### src/rtl/uart_tx_sb_ctrl.sv
// uart_tx_sb_ctrl
//   System-bus UART transmitter peripheral. It holds the memory-mapped
//   register file and the transmit engine: a fractional baud generator, a
//   frame FSM and a shift register.
//
//   Register map (byte offsets):
//     0x00 data      R/W [7:0]   a write while idle starts a frame
//     0x04 done      RO  [0]     only when UART_TX_IRQ_EN is defined
//     0x08 busy      RO  [0]
//     0x0C baudrate  R/W [16:0]  accepted range 1..131071
//     0x10 parity_en R/W [0]     accepted values 0/1
//     0x14 stopbit   R/W [1:0]   accepted values 1/2
//     0x24 reset     WO          writing 32'h1 resets the block synchronously
//
//   Ports:
//     clk_i, rst_ni          clock, asynchronous active-low reset
//     addr_i                 byte offset within the peripheral
//     req_i, write_enable_i  bus request qualifier and direction (1 = write)
//     write_data_i           write data
//     read_data_o            registered read data, one-cycle latency
//     tx_o                   UART serial line, idle high
//     interrupt_request_o    (UART_TX_IRQ_EN) frame-done flag
//     interrupt_return_i     (UART_TX_IRQ_EN) clears the done flag
//
//   Optional feature macro: UART_TX_IRQ_EN.
//
//   Bus handshake: there is no ready/valid pair. A transfer happens in every
//   cycle where req_i is high; write_enable_i selects the direction. Writes
//   take effect on that edge (or are dropped while busy, except soft reset);
//   reads of mapped offsets load read_data_o on that edge, otherwise
//   read_data_o holds.
module uart_tx_sb_ctrl #(
  parameter int CLK_FREQ = 10_000_000
) (
  input  logic        clk_i,
  input  logic        rst_ni,
  input  logic [31:0] addr_i,
  input  logic        req_i,
  input  logic [31:0] write_data_i,
  input  logic        write_enable_i,
  output logic [31:0] read_data_o,
`ifdef UART_TX_IRQ_EN
  output logic        interrupt_request_o,
  input  logic        interrupt_return_i,
`endif
  output logic        tx_o
);

  typedef enum logic [2:0] {
    IDLE   = 3'd0,
    START  = 3'd1,
    DATA   = 3'd2,
    PARITY = 3'd3,
    STOP   = 3'd4
  } state_t;

  state_t      state, state_nxt;
  logic [7:0]  data_q;
  logic [7:0]  shift_q;
  logic [16:0] baud_q;
  logic        par_en_q;
  logic [1:0]  stop_q;
  logic        par_en_snap;
  logic [1:0]  stop_snap;
  logic [2:0]  bit_cnt;
  logic [1:0]  stop_cnt;
  logic [31:0] acc;
  logic [31:0] rd_q;
  logic [32:0] acc_sum;
  logic [31:0] acc_nxt;
  logic        tick;
  logic        busy;
  logic        wr, rd, wr_ok, soft_rst, start_frame, stop_last, frame_end;
  logic [31:0] rd_mux;
  logic        rd_hit;
`ifdef UART_TX_IRQ_EN
  logic        done_q;
`endif

  assign busy        = (state != IDLE);
  assign wr          = req_i & write_enable_i;
  assign rd          = req_i & ~write_enable_i;
  // Soft reset is honoured even mid-frame; every other write needs idle.
  assign soft_rst    = wr & (addr_i == 32'h24) & (write_data_i == 32'h1);
  assign wr_ok       = wr & ~busy;
  assign start_frame = wr_ok & (addr_i == 32'h0);
  assign read_data_o = rd_q;

  // Fractional baud generator: the accumulator wraps modulo CLK_FREQ, so the
  // average bit period is CLK_FREQ/baudrate cycles.
  always_comb begin
    acc_sum = {1'b0, acc} + {16'd0, baud_q};
    tick    = busy && (acc_sum >= 33'(CLK_FREQ));
    acc_nxt = tick ? 32'(acc_sum - 33'(CLK_FREQ)) : acc_sum[31:0];
  end

  // Stop phase counts ticks from 0; the last one is stopbit-1.
  assign stop_last = (stop_cnt == (stop_snap - 2'd1));
  assign frame_end = (state == STOP) && tick && stop_last;

  // Next-state logic
  always_comb begin
    state_nxt = state;
    case (state)
      IDLE:    if (start_frame) state_nxt = START;
      START:   if (tick) state_nxt = DATA;
      DATA:    if (tick && bit_cnt == 3'd7) state_nxt = par_en_snap ? PARITY : STOP;
      PARITY:  if (tick) state_nxt = STOP;
      STOP:    if (tick && stop_last) state_nxt = IDLE;
      default: state_nxt = IDLE;
    endcase
  end

  // Line driver; decoded from state so an async reset forces idle-high at once.
  always_comb begin
    tx_o = 1'b1;
    case (state)
      START:   tx_o = 1'b0;
      DATA:    tx_o = shift_q[0];
      PARITY:  tx_o = ^data_q;
      default: tx_o = 1'b1;
    endcase
  end

  // Read decode
  always_comb begin
    rd_mux = 32'd0;
    rd_hit = 1'b1;
    case (addr_i)
      32'h00:  rd_mux = {24'd0, data_q};
`ifdef UART_TX_IRQ_EN
      32'h04:  rd_mux = {31'd0, done_q};
`endif
      32'h08:  rd_mux = {31'd0, busy};
      32'h0C:  rd_mux = {15'd0, baud_q};
      32'h10:  rd_mux = {31'd0, par_en_q};
      32'h14:  rd_mux = {30'd0, stop_q};
      default: rd_hit = 1'b0;
    endcase
  end

  // State register
  always_ff @(posedge clk_i or negedge rst_ni) begin
    if (!rst_ni)       state <= IDLE;
    else if (soft_rst) state <= IDLE;
    else               state <= state_nxt;
  end

  // Registers, datapath and read port
  always_ff @(posedge clk_i or negedge rst_ni) begin
    if (!rst_ni) begin
      data_q      <= 8'd0;
      shift_q     <= 8'd0;
      baud_q      <= 17'd9600;
      par_en_q    <= 1'b0;
      stop_q      <= 2'd1;
      par_en_snap <= 1'b0;
      stop_snap   <= 2'd1;
      bit_cnt     <= 3'd0;
      stop_cnt    <= 2'd0;
      acc         <= 32'd0;
      rd_q        <= 32'd0;
    end else if (soft_rst) begin
      data_q      <= 8'd0;
      shift_q     <= 8'd0;
      baud_q      <= 17'd9600;
      par_en_q    <= 1'b0;
      stop_q      <= 2'd1;
      par_en_snap <= 1'b0;
      stop_snap   <= 2'd1;
      bit_cnt     <= 3'd0;
      stop_cnt    <= 2'd0;
      acc         <= 32'd0;
      rd_q        <= 32'd0;
    end else begin
      if (wr_ok) begin
        case (addr_i)
          32'h00: data_q <= write_data_i[7:0];
          32'h0C: if (write_data_i != 32'd0 && write_data_i[31:17] == 15'd0)
                    baud_q <= write_data_i[16:0];
          32'h10: if (write_data_i[31:1] == 31'd0) par_en_q <= write_data_i[0];
          32'h14: if (write_data_i == 32'd1 || write_data_i == 32'd2)
                    stop_q <= write_data_i[1:0];
          default: ;
        endcase
      end

      if (start_frame) begin
        // Config is snapshotted so the running frame never sees a change.
        shift_q     <= write_data_i[7:0];
        par_en_snap <= par_en_q;
        stop_snap   <= stop_q;
        bit_cnt     <= 3'd0;
        stop_cnt    <= 2'd0;
        acc         <= 32'd0;
      end else if (busy) begin
        acc <= acc_nxt;
        if (state == DATA && tick) begin
          shift_q <= {1'b0, shift_q[7:1]};
          bit_cnt <= bit_cnt + 3'd1;
        end
        if (state == STOP && tick) stop_cnt <= stop_cnt + 2'd1;
      end

      if (rd && rd_hit) rd_q <= rd_mux;
    end
  end

`ifdef UART_TX_IRQ_EN
  // Done flag: set as busy falls; set wins over a same-edge clear.
  always_ff @(posedge clk_i or negedge rst_ni) begin
    if (!rst_ni)                                            done_q <= 1'b0;
    else if (soft_rst)                                      done_q <= 1'b0;
    else if (frame_end)                                     done_q <= 1'b1;
    else if (interrupt_return_i || (rd && addr_i == 32'h08)) done_q <= 1'b0;
  end
  assign interrupt_request_o = done_q;
`else
  logic unused_frame_end;
  assign unused_frame_end = frame_end;
`endif

endmodule

### config.mk
export PLATFORM = sky130hd
export DESIGN_NAME = uart_tx_sb_ctrl
export DESIGN_NICKNAME = d
export VERILOG_FILES = /design/src/rtl/uart_tx_sb_ctrl.sv
export SDC_FILE = /design/constraint.sdc
export NUM_CORES = 1
export LEC_CHECK = 0
export ABC_AREA = 1
export CAP_MARGIN = 0
export CORE_ASPECT_RATIO = 0.7
export CORE_UTILIZATION = 55
export CTS_CLUSTER_DIAMETER = 100
export DETAILED_ROUTE_END_ITERATION = 8
export PLACE_DENSITY = 0.79
export SLEW_MARGIN = 20
export SYNTH_ARGS = -nofsm -noshare
export SYNTH_HDL_FRONTEND = slang
export SYNTH_SLANG_ARGS = --single-unit
### constraint.sdc
create_clock -name clk_i -period 6.56 [get_ports clk_i]
set_clock_uncertainty 0.05 [all_clocks]
set_input_delay 0.984 -clock clk_i [delete_from_list [all_inputs] [get_ports clk_i]]
set_output_delay 0.984 -clock clk_i [all_outputs]
set_load 0.1 [all_outputs]
Word-level counts from Yosys, hierarchy flattened
Cells that the tools add are included. W data, S select, Z words.

$add $sub $neg: 5. Order comparisons: 1. Equality and inequality tests: 18. Mux-type cells: 48. Bitwise gates (word level): 8. Reduce and logical (&&, ||, !) cells: 36.

Operator list (number): $mux W32 (6); $pmux W17 S5 (1); $mux W17 (4); $eq A32 B4 Y1 const B (2); $eq A32 B5 Y1 const B (2); $mux W8 (7); $add A32 B17 Y33 (1); $ge A33 B24 Y1 const B (1); $mux W3 (11); $eq A32 B1 Y1 const B (1); $eq A32 B2 Y1 const B (1); $eq A32 B6 Y1 const B (1); $logic_not A32 Y1 (1); $reduce_bool A32 Y1 (1); $sub A32 B24 Y32 const B (1); $logic_not A31 Y1 (1); $mux W2 (10); $reduce_bool A2 Y1 (10); $logic_not A15 Y1 (1); $pmux W3 S5 (1); $ne A3 B3 Y1 const B (4); $reduce_bool A3 Y1 (4); $reduce_and A3 Y1 (3); $reduce_xor A8 Y1 (1); 18 further kinds (40).

Register bits after elaboration: 111. Input port bits: 68. Output and inout bits: 33.

Logic depth before layout (Yosys ltp)
Word-level depth: 8. Mapped depth: 25. Gate-level depth less buffers: 24.

Worst setup path before layout
OpenSTA, ideal clock, no wires.

Path type: register to output. Start: register data_q[7]. End: output port tx_o. Arrival: 3058 ps. Slack: 2468 ps. Cell stages (with the launch flop): 5. Path buffers: 0. Path through: dfrtp_1 xnor2_1 xor2_1 xnor2_1 o31ai_1.

Longest elaborated chain between the ends: 2.

RTL lines: start, declared (RTL line 58) `logic [7:0] data_q;`; start signal, assigned (RTL line 178) `32'h00: data_q <= write_data_i[7:0];`; $reduce_xor A8 Y1 (RTL line 120) `PARITY: tx_o = ^data_q;`; $pmux W1 S3 (RTL line 117) `case (state)`; end, declared (RTL line 46) `output logic tx_o`.

No other way between the ends.

Final worst setup path
Start: register baud_q[12]. End: register acc[16].

Longest elaborated chain between the ends: 7.

RTL lines: start, declared (RTL line 60) `logic [16:0] baud_q;`; start signal, assigned (RTL line 180) `baud_q <= write_data_i[16:0];`; $add A32 B17 Y33 * (RTL line 92) `acc_sum = {1'b0, acc} + {16'd0, baud_q};`; $ge A33 B24 Y1 (RTL line 93) `tick = busy && (acc_sum >= 33'(CLK_FREQ));`; $logic_and A1 B1 Y1 (RTL line 93); $mux W32 * (RTL line 94) `acc_nxt = tick ? 32'(acc_sum - 33'(CLK_FREQ)) : acc_sum[31:0];`; $mux W32 * (RTL line 196) `end else if (busy) begin`; $mux W32 * (RTL line 188) `if (start_frame) begin`; $mux W32 * (RTL line 163) `end else if (soft_rst) begin`; end signal, assigned (RTL line 197) `acc <= acc_nxt;`; end, declared (RTL line 67) `logic [31:0] acc;`.

Every way passes the cells marked *; elsewhere a longest branch is shown, timed or not. The select of a mux whose other input is x is not followed. A chain may end at the register's enable or synchronous reset.

==> reports/results.ini <==
[worst_setup_path]
cp_top_family = simple AND/OR/NAND/NOR gates
endpoint_kind = flip-flop
path_class = reg -> reg
crit_required_ns = 6.75
startpoint_type = flip-flop
cp.buffers_inverters = 1
cpMostUsedCell = nand2_1
critical_path_depth = 20
rr_worst_depth = 20
path_cells = ha_1 -> nand2_1 -> nor2_1 -> nand2_1 -> nor2_1 -> nand2_1 -> nand3_2 -> nand2_1 -> nand2_2 -> nand2_4 -> a21oi_1 -> nand2_1 -> nor2_1 -> nand3_2 -> nand2_2 -> inv_2 -> nand2_1 -> nand2_1 -> nand2_1 -> nand2_1
rrSetupSlack_ns = 1.98
crit_arrival_ns = 4.77
max_stage_delay_ns = 0.56
slowest_stage = nand2_2
cp_max_fo = 24

[cts]
cts_setup_buffers = 0
cts_tree = done
path_clk_slew_ns = 0.08
clkSinkCount = 96
h-tree-depth = 3
cts.path.max_buffers = 2
ctsHoldBuffers = 0
cts_made_buffers = 9
clk_latency_ns = 0.36
root_buffer = clkbuf_16
ctsResizeCount = 0

[synth]
synth.area.mux_share = 0.00142
ys_ff_latch = 96
ys_seq_area_frac = 0.303
ys_async_sr_fraction = 1.00
synth_edf_count = 0
synth_xor_area_frac = 0.0331
yosys-top-cells-area = dfrtp_1 (28%), nand2_1 (23%), inv_1 (8.1%)
synth_top_area_cell = dfrtp_1
yosys.area_share.adder = 0.0340
ys.flop_type = dfrtp_1
synth_compound_area_frac = 0.0743
avgSynthCellArea_um2 = 6.23
ys_warn_count = 0
ys_types = 49
synthCells = 1275
synth_area_um2 = 7950
synth_top_family_by_area = simple AND/OR/NAND/NOR gates
synth_top_area_frac = 0.283
yosys.area_share.simple = 0.440

[detailed_routing]
via_count = 8616
wl_per_cell_um = 16.8
routed_wl_mm = 26.1
drc = 0
drt_iter0_drc = 971
ant_nets = 0
firstDrtPassIters = 6
vias_per_cell = 5.56

[layout]
antennaDiodeCount = 0
area_growth_pct = 15.9
drive_above_1_share = 0.0625
n_fill_cell = 1282
nets = 1444
fin_area_um2 = 9210

[grt]
grt_pass1_wl_mm = 40.8
gr-total-overflow = 0
grt_max_degree = 65
antenna_found_initial = 0
grt_usage = 0.359
grt_pass1_vias = 7606

[power_and_ir_drop]
p_int_w = 0.000943
power_switching_share = 0.260
p_comb_frac = 0.084
p_leak_nw = 5.09
p_total_w = 0.00128
power_density_nw_per_um2 = 138
irDropWorstVdd_mv = 0.138
clkPwrFrac = 0.452
seq_power_share = 0.464
switchingPower_w = 0.000332

[min_path]
worstHoldPathCells = 2
min_path_type = reg -> reg

[outcome]
outcome = complete, no violations

[floorplanning]
io_pins = 101
initial_core_util = 0.567
core_um2 = 14000
die_h_um = 103
rows = 36
die-area_um2 = 14900
die-width_um = 146

[timing]
finalSetupTns_ns = 0
hold_slack_ns = 0.437
final_hold_viol_count = 0
rsz0062_at_grt = no
fmax_mhz = 218
finalCritPeriodShare = 0.699
slew_violations = 0
tightest_slew_ns = 0.990
min_period_ns = 4.58
max-slew-margin-rel = 0.338
setup_viol = 0

[run]
max_cap_viol_count = 0

[place]
gp_congestion = 1.06
dp_hpwl_mm = 20.5
dpl_cell_area_um2 = 8900
port_buffers = 85

-- power groups by stage --
stage | logic, W | registers, W | clock network, W
2_1_floorplan | 0.0000550 | 0.000603 | 0
3_3_place_gp | 0.000108 | 0.000603 | 0
3_5_place_dp | 0.000108 | 0.000603 | 0
4_1_cts | 0.000108 | 0.000591 | 0.000580
5_1_grt | 0.000116 | 0.000591 | 0.000597
6_report | 0.000108 | 0.000591 | 0.000577
-- flip-flops by register name, summed over array words and instances (netlist names) --
| register | cells |
|---|---|
| acc | 32 |
| baud_q | 17 |
| read_data_o | 17 |
| data_q | 8 |
| shift_q | 8 |
| bit_cnt | 3 |
| state | 3 |
| stop_cnt | 2 |
| stop_q | 2 |
| stop_snap | 2 |
| par_en_q | 1 |
| par_en_snap | 1 |
-- final cells by class --
class                      instances  area, um^2  area share
clock inverter                     6        72.6     0.00788
inverter                         182         683      0.0742
multi-input combinational        977        4690       0.509
timing repair buffer              89         878      0.0953
clock buffer                      10         239      0.0259
tap                              190         238      0.0258
sequential                        96        2410       0.262
-- metal layers --
layer / vias to the layer above / GRT usage / part of all wire
met5: - / 0 / 0
met4: 0 / 0.0583 / 0.0089
met3: 26 / 0.181 / 0.17
met2: 511 / 0.453 / 0.35
met1: 3898 / 0.533 / 0.47
li1: 4181 / - / -
-- synth_stat cells (10+ instances only) --
| master | number |
|---|---|
| nand2_1 | 482 |
| inv_1 | 171 |
| nand3_1 | 117 |
| nor2_1 | 106 |
| dfrtp_1 | 90 |
| o21ai_0 | 35 |
| nand4_1 | 27 |
| nor3_1 | 22 |
| a21oi_1 | 20 |
| ha_1 | 20 |
| xor2_1 | 18 |
| o22ai_1 | 17 |
| buf_4 | 16 |
| nand2_2 | 16 |
| nor4_1 | 14 |
| xnor2_1 | 12 |
| clkbuf_1 | 10 |
-- worst min-delay path, delay by kind of cell, from the launching register on --
kind             cells  cell delay, ns
flip-flops           1            0.38
AND/OR/NAND/NOR      2            0.10
-- cells in the final DEF, fill, tap and decap left out, types with 10 or more instances in the layout --
| master | Yosys | final |
|---|---|---|
| a21oi_1 | 20 | 20 |
| clkdlybuf4s50_1 | 0 | 84 |
| conb_1 | 1 | 15 |
| dfrtp_1 | 90 | 90 |
| ha_1 | 20 | 20 |
| inv_1 | 171 | 171 |
| nand2_1 | 482 | 482 |
| nand2_2 | 16 | 16 |
| nand3_1 | 117 | 117 |
| nand4_1 | 27 | 27 |
| nor2_1 | 106 | 105 |
| nor2_2 | 9 | 10 |
| nor3_1 | 22 | 22 |
| nor4_1 | 14 | 14 |
| o21ai_0 | 35 | 35 |
| o22ai_1 | 17 | 17 |
| xnor2_1 | 12 | 12 |
| xor2_1 | 18 | 18 |
-- cells by family (layout without fill, tap and decap cells) --
logic type / count (synthesis) / count (layout)
compound gates: 97 / 97
xor+xnor: 30 / 30
fa+ha+maj: 21 / 21
buf+inv: 216 / 287
flops: 96 / 96
mux: 1 / 1
other cells: 1 / 15
simple gates: 813 / 813
-- path summary, 6_finish.rpt --
kind | startpoint | to
min in group asynchronous | rst_ni | acc[21]$_DFFE_PN0P_
max in group asynchronous | rst_ni | read_data_o[11]$_DFFE_PN0P_
worst max register to register | baud_q[12]$_DFFE_PN0P_ | acc[16]$_DFFE_PN0P_
worst min-delay path | baud_q[13]$_DFFE_PN1P_ | baud_q[13]$_DFFE_PN1P_
worst max-delay path | baud_q[12]$_DFFE_PN0P_ | acc[16]$_DFFE_PN0P_
worst min register to register | baud_q[13]$_DFFE_PN1P_ | baud_q[13]$_DFFE_PN1P_
-- stage by stage --
stage | util | cells | setup slack (ns)
floorplan | - | 1289 | 2.47
global placement | 0.635 | 1534 | 2.14
detailed placement | 0.635 | 1534 | 2.14
CTS | 0.658 | 1550 | 2.13
global route | 0.658 | 1550 | 1.70
finish | 0.658 | 1550 | 1.98
Note: power is estimated with default switching activity, not from simulation.
